`config.mk`:
```
export PLATFORM = sky130hd
export DESIGN_NAME = vga_timing_gen
export DESIGN_NICKNAME = d
export VERILOG_FILES = /design/src/rtl/vga_timing_gen.sv
export SDC_FILE = /design/constraint.sdc
export NUM_CORES = 1
export LEC_CHECK = 0
export ABC_AREA = 1
export BUFFER_PORTS_ARGS = -buffer_cell sky130_fd_sc_hd__buf_2
export CORE_UTILIZATION = 55
export CTS_CLUSTER_DIAMETER = 150
export CTS_CLUSTER_SIZE = 12
export DETAILED_ROUTE_END_ITERATION = 10
export PLACE_DENSITY = 0.78
export SLEW_MARGIN = 20
export SYNTH_ARGS = -nofsm -noshare
export SYNTH_HDL_FRONTEND = slang
export SYNTH_SLANG_ARGS = --single-unit
```
`constraint.sdc`:
```
create_clock -name clk -period 1.6 [get_ports clk]
set_input_delay 0.16 -clock clk [delete_from_list [all_inputs] [get_ports clk]]
set_output_delay 0.16 -clock clk [all_outputs]
set_load 0.01 [all_outputs]
```
`src/rtl/vga_timing_gen.sv`:
```
`default_nettype none
// ============================================================================
// Module      : vga_timing_gen
// Description : Parametrised VGA raster timing generator. Derives a pixel-slot
//               strobe from the system clock, runs the x/y raster counters,
//               decodes active video and sync pulses, and delays those through
//               an optional pixel-slot pipeline so renderers can align rgb.
// Ports       : clk         - system clock
//               rst_n       - asynchronous active-low reset
//               en          - synchronous run enable (0 forces idle state)
//               pix_ce      - one-clk pixel-slot strobe
//               x, y        - current raster coordinate (not delayed)
//               de          - active-video flag, 1+SYNC_DELAY slots behind x/y
//               hsync/vsync - sync outputs, same latency as de
//               line_start  - one-clk pulse in the cycle x becomes 0
//               frame_start - one-clk pulse in the cycle (x,y) becomes (0,0)
// Revision    : 1.0 - initial release
// ============================================================================
module vga_timing_gen #(
    parameter int H_ACTIVE   = 640,
    parameter int H_FP       = 16,
    parameter int H_SYNC     = 96,
    parameter int H_BP       = 48,
    parameter int V_ACTIVE   = 480,
    parameter int V_FP       = 10,
    parameter int V_SYNC     = 2,
    parameter int V_BP       = 33,
    parameter bit HS_POL     = 1'b0,
    parameter bit VS_POL     = 1'b0,
    parameter int CLK_DIV    = 4,
    parameter int SYNC_DELAY = 0,
    parameter int CNT_W      = 11
) (
    input  logic             clk,
    input  logic             rst_n,
    input  logic             en,
    output logic             pix_ce,
    output logic [CNT_W-1:0] x,
    output logic [CNT_W-1:0] y,
    output logic             de,
    output logic             hsync,
    output logic             vsync,
    output logic             line_start,
    output logic             frame_start
);

    localparam int H_TOTAL = H_ACTIVE + H_FP + H_SYNC + H_BP;
    localparam int V_TOTAL = V_ACTIVE + V_FP + V_SYNC + V_BP;
    localparam int DIV_W   = (CLK_DIV > 1) ? $clog2(CLK_DIV) : 1;

    localparam logic [DIV_W-1:0] c_DIV_LAST = DIV_W'(CLK_DIV - 1);
    localparam logic [CNT_W-1:0] c_H_LAST   = CNT_W'(H_TOTAL - 1);
    localparam logic [CNT_W-1:0] c_V_LAST   = CNT_W'(V_TOTAL - 1);
    localparam logic [CNT_W-1:0] c_H_ACT    = CNT_W'(H_ACTIVE);
    localparam logic [CNT_W-1:0] c_V_ACT    = CNT_W'(V_ACTIVE);
    localparam logic [CNT_W-1:0] c_HS_START = CNT_W'(H_ACTIVE + H_FP);
    localparam logic [CNT_W-1:0] c_HS_END   = CNT_W'(H_ACTIVE + H_FP + H_SYNC);
    localparam logic [CNT_W-1:0] c_VS_START = CNT_W'(V_ACTIVE + V_FP);
    localparam logic [CNT_W-1:0] c_VS_END   = CNT_W'(V_ACTIVE + V_FP + V_SYNC);
    localparam logic             c_HS_IDLE  = ~HS_POL;
    localparam logic             c_VS_IDLE  = ~VS_POL;

    // Reject geometries that cannot be represented or make no sense.
    if (H_ACTIVE < 1 || H_FP < 1 || H_SYNC < 1 || H_BP < 1 ||
        V_ACTIVE < 1 || V_FP < 1 || V_SYNC < 1 || V_BP < 1 ||
        CLK_DIV < 1 || SYNC_DELAY < 0 || SYNC_DELAY > 7 || CNT_W < 2 ||
        CNT_W > 30 || H_TOTAL >= (1 << CNT_W) || V_TOTAL >= (1 << CNT_W))
    begin : g_param_check
        $error("vga_timing_gen: invalid timing parameters");
    end

    logic                  run_q;
    logic [DIV_W-1:0]      div_q,  div_d;
    logic [CNT_W-1:0]      x_q,    x_d;
    logic [CNT_W-1:0]      y_q,    y_d;
    logic                  ls_q,   ls_d;
    logic                  fs_q,   fs_d;
    logic                  de0_d,  hs0_d,  vs0_d;
    // Index 0 is decode stage 0; index SYNC_DELAY drives the outputs.
    logic [SYNC_DELAY:0]   de_pipe_q;
    logic [SYNC_DELAY:0]   hs_pipe_q;
    logic [SYNC_DELAY:0]   vs_pipe_q;

    // run_q delays en by one edge so pix_ce stays low in reset and in the
    // cycle after en rises, giving the first strobe CLK_DIV cycles later.
    assign pix_ce = run_q && (div_q == c_DIV_LAST);

    always_comb begin
        div_d = div_q;
        x_d   = x_q;
        y_d   = y_q;
        ls_d  = 1'b0;
        fs_d  = 1'b0;

        // Decode uses the pre-advance coordinate of this slot.
        de0_d = (x_q < c_H_ACT) && (y_q < c_V_ACT);
        hs0_d = ((x_q >= c_HS_START) && (x_q < c_HS_END)) ? HS_POL : c_HS_IDLE;
        vs0_d = ((y_q >= c_VS_START) && (y_q < c_VS_END)) ? VS_POL : c_VS_IDLE;

        if (!en) begin
            div_d = '0;
            x_d   = '0;
            y_d   = '0;
        end else if (pix_ce) begin
            div_d = '0;
            if (x_q == c_H_LAST) begin
                x_d  = '0;
                ls_d = 1'b1;
                if (y_q == c_V_LAST) begin
                    y_d  = '0;
                    fs_d = 1'b1;
                end else begin
                    y_d = y_q + CNT_W'(1);
                end
            end else begin
                x_d = x_q + CNT_W'(1);
            end
        end else if (run_q) begin
            div_d = div_q + DIV_W'(1);
        end
    end

    always_ff @(posedge clk or negedge rst_n) begin
        if (!rst_n) begin
            run_q     <= 1'b0;
            div_q     <= '0;
            x_q       <= '0;
            y_q       <= '0;
            ls_q      <= 1'b0;
            fs_q      <= 1'b0;
            de_pipe_q <= '0;
            hs_pipe_q <= {(SYNC_DELAY + 1){c_HS_IDLE}};
            vs_pipe_q <= {(SYNC_DELAY + 1){c_VS_IDLE}};
        end else begin
            run_q <= en;
            div_q <= div_d;
            x_q   <= x_d;
            y_q   <= y_d;
            ls_q  <= ls_d;
            fs_q  <= fs_d;
            if (!en) begin
                de_pipe_q <= '0;
                hs_pipe_q <= {(SYNC_DELAY + 1){c_HS_IDLE}};
                vs_pipe_q <= {(SYNC_DELAY + 1){c_VS_IDLE}};
            end else if (pix_ce) begin
                de_pipe_q[0] <= de0_d;
                hs_pipe_q[0] <= hs0_d;
                vs_pipe_q[0] <= vs0_d;
                for (int i = 1; i <= SYNC_DELAY; i++) begin
                    de_pipe_q[i] <= de_pipe_q[i-1];
                    hs_pipe_q[i] <= hs_pipe_q[i-1];
                    vs_pipe_q[i] <= vs_pipe_q[i-1];
                end
            end
        end
    end

    assign x           = x_q;
    assign y           = y_q;
    assign de          = de_pipe_q[SYNC_DELAY];
    assign hsync       = hs_pipe_q[SYNC_DELAY];
    assign vsync       = vs_pipe_q[SYNC_DELAY];
    assign line_start  = ls_q;
    assign frame_start = fs_q;

endmodule
`default_nettype wire
```
==> impl_metrics.yaml, run 1 <==
final_layout:
  synthToLayoutAreaGrowth_pct: 17.6
  fillerInstances: 280
  diodes: 0
  layout.nets: 295
  seq_area_um2: 753
  final_common_cell: "nand2_1"
  final_cell_mix: "nand2_1 (69), nor2_1 (34), buf_2 (30)"
  multi_input_area_um2: 922
  drive_gt1_share_pct: 21.1
floorplan:
  rows: 20
  die_w_um: 59.3
  start_util_pct: 58.6
  core_area_um2: 3080
  die_h_um: 59.3
  die_area_um2: 3510
  boundaryPins: 31
sta:
  worst_pin_slew_ns: 0.660
  rsz0062_at_grt: "no"
  fmax_mhz: 665
  skew_ns: 0.0106
  layout_min_cycle_time_ns: 1.50
  post-route-period-util_pct: 94.0
  setup_viol: 0
  worst_slack_ns: 0.0961
  slew_headroom_pct: 56.0
  finalSetupTns_ns: 0
  slew_violations: 0
  finalHoldViolations: 0
hold_path:
  hp-class: "in -> reg"
critical_path:
  crit_start: "x[1]"
  r2r_slack_ns: 0.1
  r2r_cells: 7
  cp_cell_sequence: "ha_2 -> nand2_1 -> nor2_4 -> nand4_2 -> buf_4 -> nand3_1 -> o21ai_0"
  startpoint_type: "register"
  slowest_delay_ns: 0.39
  critPathSlowestCell: "dfrtp_1"
  crit_fanout: 7
  required_ns: 1.81
  critPathTopFamily: "simple AND/OR/NAND/NOR gates"
  cp_data_arrival_time_ns: 1.72
  crit_end: "y[6]"
  endpoint_kind: "register"
  r2r-start: "x[1]"
  reg2reg_to: "y[6]"
  worstSetupPathType: "reg -> reg"
  critical_path_depth: 7
  crit_buf_inv: 1
routing:
  drtPass1Iterations: 4
  vias: 1711
  via_per_inst: 5.14
  wire_per_inst_um: 12.5
  ant_nets: 0
  drc: 0
  drtIter0Drc: 101
  routed_wl_um: 4160
clocking:
  cts_buffers: 5
  clk_pin_slew_ns: 0.09
  cts_tree: "built"
  worst_skew_pair.late_latency_ns: 0.33
  cts.sinks: 30
  cts_root_buf: "clkbuf_4"
  htreeDepth: 2
  clk_path_buf_depth: 2
yosys:
  ys_seq_area_share_pct: 41.8
  synth_fp_nets: 253
  synthCells: 246
  synth_cell_types: 28
  ys_warn_count: 0
  yosys_register_bits: 30
  synth.avg_cell_area_um2: 7.33
  netlist_area_um2: 1800
placed_design:
  dpl_worst_slack_ns: 0.152
  hpwl_um: 3020
  place_congestion: 0.926
  port_buffers: 30
global_routing:
  grt_antenna_before_repair: 0
  grt_max_degree: 31
  grt_pass1_vias: 1548
  gr-total-overflow: 0
  track_usage_pct: 26.9
  grt_pass1_wl_um: 6960
power:
  peakVddDrop_uv: 469
  power_density_nw_per_um2: 597
  p_leak_uw: 0.00119
run:
  drv_cap: 0
outcome:
  status: "complete, no violations"
## worst reg2reg max path, stage by stage, from the launching register on
cell and delay (ns):
dfrtp_1 0.39, ha_2 0.20, nand2_1 0.10, nor2_4 0.20, nand4_2 0.17, buf_4 0.20
nand3_1 0.06, o21ai_0 0.07
## synthesized netlist by cell type
cell type	count	share of area (%)
a21oi_1	3	0.83
nor4_1	1	0.35
mux2i_1	1	0.56
buf_4	3	1.2
or2_2	1	0.35
nor3_1	4	1.1
inv_1	28	5.8
and3_1	1	0.35
nand4_2	2	1.4
dfrtp_1	28	39
o21ai_0	3	0.83
buf_2	1	0.28
nand4_1	8	2.8
dfstp_2	2	2.9
inv_2	2	0.42
nand2_1	70	15
nor2_1	35	7.3
nor2_4	4	2.5
xor2_1	7	3.4
nand3_1	27	7.5
nand2_2	2	0.69
o22ai_1	2	0.69
xnor2_1	2	0.97
ha_1	4	2.8
o21ai_1	1	0.28
buf_1	1	0.21
a31oi_1	2	0.69
nor2_2	1	0.35
## worst min path at each step
stage,from,endpoint,slack [ns],cells past startpoint
final,en,run_q,0.18,2
after CTS,en,run_q,0.17,2
after floorplan,rst_n,de,-0.14,0
after detailed placement,rst_n,x[10],0.23,1
after global placement,rst_n,x[9],0.23,1
after global routing,en,run_q,0.17,2
## final cells by class
cell class / instances / share of cell area, %
well taps: 44 / 2.60
inverters: 30 / 5.31
repair buffers: 40 / 10.7
clock buffers: 8 / 2.30
flip-flops and latches: 30 / 35.5
multi-input cells: 181 / 43.5
## routing by layer
layer	up-vias	GRT usage (%)	wire length (µm)	part of all wire (%)
li1	870	-	-	-
met1	785	38.8	1970	47
met2	53	39.6	1910	46
met3	3	5.46	247	5.9
met4	0	10.5	36	0.87
met5	-	0	0	0
## sequential cells by signal (all words and copies together), names as in the netlist
name,flops
run_q,1
div_q,2
frame_start,1
vsync,1
line_start,1
x,11
hsync,1
y,11
de,1
## power breakdown
| part | switching (µW) | internal, µW |
|---|---|---|
| clock | 253 | 175 |
| sequential | 5.98 | 765 |
| combinational | 46.8 | 19.1 |
| total | 306 | 959 |
## timing repair
item,in CTS,in global routing
hold buffers,1,0
buffers inserted,0,1
setup endpoints to repair,0,8
endpoints found under the hold margin,28,0
gates resized for setup,0,4
## cells by family (layout without fill, tap and decap cells)
family	count (synthesis)	count (layout)	synth area share [%]
adders and majority gates	4	4	2.78
and+or+nand+nor	156	156	39.2
muxes	1	1	0.555
AOI/OAI and AO/OA	11	11	3.33
xor gates and xnor gates	9	9	4.37
DFF	30	30	41.8
buffers and inverters	35	78	7.98
## stage by stage
stage                     hold slack [ns]  std cells  utilization [%]  total power [µW]  instance area [µm²]
final                               0.178        333             68.9              1260                 2120
after global routing                0.169        333             68.9              1320                 2120
after CTS                           0.169        332             68.1              1280                 2100
after detailed placement            0.230        323             66.2               850                 2040
after global placement              0.227        323             66.2               847                 2040
after floorplan                    -0.136        246                -               819                 1800
No activity file was read; power rests on OpenSTA's default activity.
==> run 2, diff against run 1 <==
--- a/config.mk
+++ b/config.mk
@@ -5,13 +5,12 @@
 export SDC_FILE = /design/constraint.sdc
 export NUM_CORES = 1
 export LEC_CHECK = 0
-export ABC_AREA = 1
 export BUFFER_PORTS_ARGS = -buffer_cell sky130_fd_sc_hd__buf_2
-export CORE_UTILIZATION = 55
+export CORE_UTILIZATION = 42
+export CTS_BUF_LIST = sky130_fd_sc_hd__clkbuf_8 sky130_fd_sc_hd__clkbuf_16
 export CTS_CLUSTER_DIAMETER = 150
 export CTS_CLUSTER_SIZE = 12
 export DETAILED_ROUTE_END_ITERATION = 10
-export PLACE_DENSITY = 0.78
 export SLEW_MARGIN = 20
 export SYNTH_ARGS = -nofsm -noshare
 export SYNTH_HDL_FRONTEND = slang
==> run 2 against run 1 <==
Effect of this change:
- the flow now finishes with violations (setup timing)
- clock skew is 0.0019 ns lower
- global-route usage fell by 4.1 points
- largest power group unchanged
- sequential share of layout area is 3.3 points lower
- register-to-register slack lost 0.27 ns
- sequential power hardly changed
- design area rose by 10%
- utilization is 5.4 points lower
- first-iteration DRC count grew 5.0%
- synthesized cell count down 29%
- largest cell class unchanged
==> impl_metrics.yaml, run 2 <==
critical_path:
  required_ns: 1.77
  startpoint_type: "register"
  reg2reg_to: "x[8]"
  r2r_cells: 4
  cp_data_arrival_time_ns: 1.95
  r2r_slack_ns: -0.18
  endpoint_kind: "register"
  crit_fanout: 7
  critPathSlowestCell: "or4b_4"
  worstSetupPathType: "reg -> reg"
  cp_cell_sequence: "or4b_4 -> o311ai_4 -> o21ai_1 -> a21o_1"
  r2r-start: "x[6]"
  slowest_delay_ns: 0.60
final_layout:
  final_common_cell: "buf_4"
  seq_area_um2: 756
  diodes: 0
  final_cell_mix: "buf_4 (40), buf_2 (30), dfrtp_1 (26)"
  layout.nets: 254
  multi_input_area_um2: 902
  drive_gt1_share_pct: 41.5
  final_cell_area_um2: 2340
  synthToLayoutAreaGrowth_pct: 42.8
  fillerInstances: 328
clocking:
  htreeDepth: 2
  worst_skew_pair.late_latency_ns: 0.28
  cts.sinks: 30
  cts_root_buf: "clkbuf_8"
  cts_tree: "built"
  clk_path_buf_depth: 2
  clk_pin_slew_ns: 0.07
  cts_buffers: 5
hold_path:
  holdPathEnd: "run_q"
  hp-start: "en"
  hp-class: "in -> reg"
  hold_depth: 1
yosys:
  async_flop_share_pct: 100
  synth-edff-count: 0
  yosys-top-cells-area: "dfrtp_1 (43%), nand2_1 (4.6%), nand3_1 (4.3%)"
  synthFlopType: "dfrtp_1"
  netlist_area_um2: 1640
  ys_seq_area_share_pct: 46.0
  synth_fp_nets: 181
  synth.avg_cell_area_um2: 9.42
  yosys_register_bits: 30
  synth_common_cells: "dfrtp_1 (28), nand2_1 (20), nand3_1 (14)"
  synth_top_area_cell: "dfrtp_1"
  synth_top_area_share_pct: 42.7
  ys_warn_count: 0
  yosysMostFrequentCell: "dfrtp_1"
  synthCells: 174
  synth_cell_types: 41
floorplan:
  die_area_um2: 4160
  boundaryPins: 31
  rows: 22
  core_area_um2: 3690
  die_h_um: 64.5
  start_util_pct: 44.4
  die_w_um: 64.5
sta:
  setup_viol: 22
  post-route-period-util_pct: 111
  slew_headroom_pct: 55.3
  finalHoldViolations: 0
  slew_violations: 0
  fmax_mhz: 563
  skew_ns: 0.00868
  worst_slack_ns: -0.175
  rsz0062_at_grt: "yes"
  layout_min_cycle_time_ns: 1.78
  worst_pin_slew_ns: 0.670
outcome:
  status: "complete, but fails checks"
  violations: "setup timing"
placed_design:
  port_buffers: 30
  hpwl_um: 3250
  place_congestion: 0.794
  dpl_cell_area_um2: 2120
routing:
  routed_wl_um: 4410
  wire_per_inst_um: 14.9
  vias: 1651
  ant_nets: 0
  via_per_inst: 5.58
  drtPass1Iterations: 4
  drtIter0Drc: 106
  drc: 0
global_routing:
  grt_antenna_before_repair: 0
  grt_pass1_wl_um: 7320
  gr-total-overflow: 0
  grt_max_degree: 31
  track_usage_pct: 22.8
  grt_pass1_vias: 1547
power:
  p_leak_uw: 0.00111
  peakVddDrop_uv: 605
  finalPower_uw: 1600
  power_density_nw_per_um2: 683
run:
  drv_cap: 0
[run 2: changes by cell type after synthesis, moves of 7 or more]
cell	delta
a31oi_1	+7
nand3_1	-13
inv_1	-22
xor2_1	-7
nor2_1	-25
nand2_1	-50
[run 2: repair_timing]
| action | in CTS | in global routing |
|---|---|---|
| endpoints found under the hold margin | 28 | 0 |
| setup endpoints to repair | 23 | 25 |
| gates resized for setup | 11 | 7 |
| pin swaps | 9 | 3 |
| setup buffers | 3 | 2 |
| hold buffers | 1 | 0 |
[run 2: routing by layer]
metal | wire, µm | track usage [%] | vias to the layer above
met4 | 40 | 7.50 | 0
met1 | 1990 | 30.2 | 796
li1 | - | - | 802
met3 | 207 | 4.75 | 4
met5 | 0 | 0 | -
met2 | 2180 | 37.2 | 49
[run 2: worst max-delay path by stage]
stage | startpoint | to | slack [ns]
global route | x[6] | x[7] | -0.23
global placement | x[6] | x[8] | -0.17
detailed placement | x[6] | x[8] | -0.24
floorplan | x[0] | y[8] | -0.20
finish | x[6] | x[8] | -0.18
CTS | x[6] | y[8] | -0.18
[run 2: layout make-up]
cell class              count  share of cell area (%)
repair buffers             73                    21.0
clock buffers               5                    2.94
multi-input cells         131                    38.5
flip-flops and latches     30                    32.3
well taps                  48                    2.57
clock inverters             3                    1.71
inverters                   6                   0.962
[run 2: cell families after synthesis]
logic type / synth area share [%]
flip-flops: 46.0
AO/OA/AOI/OAI: 15.8
AND/OR/NAND/NOR: 27.1
multiplexers: 0.611
adder cells (fa/ha/maj): 3.05
XOR/XNOR: 3.74
buffers and inverters: 3.74
[run 2: critical path: cells and delay by family, from the launching register on]
kind / cells / cell delay, ns
DFF: 1 / 0.40
AOI/OAI and AO/OA: 3 / 0.67
and+or+nand+nor: 1 / 0.60
[run 2: power breakdown]
group	total (µW)	switching [µW]	internal (µW)
clock network	742	285	457
registers	772	5.53	767
logic	83.0	51.6	31.4
[run 2: metrics by stage]
stage / setup TNS (ns) / setup WS [ns] / util [%] / hold slack [ns] / instances
global placement: -2.16 / -0.174 / 57.6 / 0.241 / 282
CTS: -2.71 / -0.179 / 62.2 / 0.0671 / 294
detailed placement: -2.70 / -0.244 / 57.6 / 0.236 / 282
floorplan: -3.37 / -0.202 / - / -0.136 / 174
finish: -2.84 / -0.175 / 63.5 / 0.0733 / 296
global route: -4.03 / -0.226 / 63.5 / 0.0682 / 296
==> run 3, diff against run 2 <==
--- a/config.mk
+++ b/config.mk
@@ -11,6 +11,7 @@
 export CTS_CLUSTER_DIAMETER = 150
 export CTS_CLUSTER_SIZE = 12
 export DETAILED_ROUTE_END_ITERATION = 10
+export REMOVE_ABC_BUFFERS = 1
 export SLEW_MARGIN = 20
 export SYNTH_ARGS = -nofsm -noshare
 export SYNTH_HDL_FRONTEND = slang
==> run 3 against run 2 <==
Effect of this change:
- the flow still finishes with violations (setup timing)
- combinational power down 2.9%
- fmax fell by 1.8%
- largest cell class unchanged
- first-iteration DRC count rose by 11%
- register-to-register slack worse by 0.03 ns
- sequential power is essentially flat
- design area shrank 1.1%
- non-clock buffer count shrank 3
- via count decreased by 1.7%
- clock skew decreased by 0.0038 ns
- final cell count down 1.0%
- highest routed layer unchanged
- hold slack improved by 0.065 ns
- global-route usage shrank 0.32 points
==> impl_metrics.yaml, run 3 (synthesized netlist as in run 2, its figures left out) <==
hold_path:
  hold_depth: 1
  holdPathEnd: "run_q"
  hp-start: "en"
  hp-class: "in -> reg"
power:
  clockPowerShare_pct: 46.6
  p_leak_uw: 0.00110
  peakVddDrop_uv: 555
  p_sw_uw: 344
  combPwrFrac_pct: 5.0
  intPower_uw: 1250
  swShare_pct: 21.5
  seqPwrFrac_pct: 48.4
  power_density_nw_per_um2: 691
routing:
  ant_nets: 0
  wire_per_inst_um: 14.6
  via_per_inst: 5.54
  routed_wl_um: 4280
  vias: 1623
  drtIter0Drc: 118
  drc: 0
  drtPass1Iterations: 4
critical_path:
  required_ns: 1.80
  r2r_slack_ns: -0.21
  r2r-start: "x[7]"
  endpoint_kind: "register"
  r2r_cells: 5
  reg2reg_to: "y[6]"
  worstSetupPathType: "reg -> reg"
  cp_data_arrival_time_ns: 2.01
  crit_fanout: 20
  startpoint_type: "register"
floorplan:
  die_h_um: 64.5
  start_util_pct: 44.4
  rows: 22
  die_area_um2: 4160
  core_area_um2: 3690
  boundaryPins: 31
  die_w_um: 64.5
final_layout:
  layout.nets: 251
  diodes: 0
  fillerInstances: 331
  final_cell_mix: "buf_4 (32), buf_2 (30), dfrtp_1 (28)"
  final_util_pct: 62.8
  final_common_cell: "buf_4"
  synthToLayoutAreaGrowth_pct: 41.2
  drive_gt1_share_pct: 38.8
global_routing:
  track_usage_pct: 22.5
  grt_pass1_wl_um: 7090
  grt_max_degree: 31
  gr-total-overflow: 0
  grt_antenna_before_repair: 0
  grt_pass1_vias: 1522
sta:
  setup_viol: 19
  worst_pin_slew_ns: 0.671
  slew_headroom_pct: 55.3
  layout_min_cycle_time_ns: 1.81
  fmax_mhz: 553
  finalHoldViolations: 0
  post-route-period-util_pct: 113
  worst_slack_ns: -0.209
  rsz0062_at_grt: "yes"
  slew_violations: 0
  skew_ns: 0.00491
placed_design:
  hpwl_um: 3000
  place_congestion: 0.858
  port_buffers: 30
  dpl_worst_slack_ns: -0.240
clocking:
  cts_root_buf: "clkbuf_8"
  cts_tree: "built"
  cts_buffers: 5
  clk_path_buf_depth: 2
  cts.sinks: 30
  htreeDepth: 2
  worst_skew_pair.late_latency_ns: 0.28
  clk_pin_slew_ns: 0.06
run:
  drv_cap: 0
outcome:
  status: "complete, but fails checks"
  violations: "setup timing"
[run 3: changes by cell type in the layout (fill, tap and decap cells not counted), sizes merged]
cell | before | now
clkinvlp | 0 | 1
buf | 72 | 69
clkinv | 2 | 0
inv | 6 | 7
[run 3: how the worst max path moves through the flow]
stage	startpoint	end	slack, ns
2_1_floorplan	x[7]	y[8]	-0.55
3_3_place_gp	x[7]	y[6]	-0.18
3_5_place_dp	x[7]	y[3]	-0.24
5_1_grt	x[7]	y[4]	-0.28
4_1_cts	x[7]	y[3]	-0.20
6_report	x[7]	y[6]	-0.21
[run 3: area by class of cell]
class / instances / area, µm² / share of cell area (%)
inverter: 6 / 22.5 / 0.973
clock inverter: 3 / 41.3 / 1.78
tap: 48 / 60.1 / 2.59
multi-input combinational: 131 / 881 / 38.1
timing repair buffer: 70 / 488 / 21.1
clock buffer: 5 / 68.8 / 2.97
sequential: 30 / 753 / 32.5
[run 3: power by group through the flow]
stage	logic, µW	clock network (µW)	registers, µW
after global placement	69.2	0	786
after floorplan	28.7	0	787
after CTS	75.6	764	773
final	80.6	744	774
after detailed placement	71.2	0	787
after global routing	90.5	789	774
[run 3: through the flow]
stage	setup TNS, ns	std cells	cell area (µm²)	hold WS (ns)	power [µW]
floorplan	-8.98	167	1600	-0.136	816
global placement	-2.48	282	2100	0.232	855
detailed placement	-3.23	282	2100	0.236	858
CTS	-2.66	291	2240	0.117	1610
global route	-4.06	293	2310	0.142	1650
finish	-2.56	293	2310	0.139	1600
[run 3: metal layers]
layer | global-route usage [%] | part of all wire (%)
met1 | 29.3 | 47
met5 | 0 | 0
met4 | 7.78 | 0.82
met2 | 37.0 | 48
met3 | 4.93 | 4.1
[run 3: what timing repair did]
action | in CTS | in global routing
endpoints found under the hold margin | 28 | 0
endpoints found under the setup margin | 23 | 23
hold buffers | 1 | 0
buffers inserted | 0 | 2
resized for setup | 10 | 14
pin swaps | 7 | 5
[run 3: critical path, stage by stage (launching register included)]
cell      delay, ns
dfrtp_1        0.38
or4b_4         0.59
nor4_4         0.30
buf_12         0.19
o211ai_1       0.10
a31oi_1        0.17
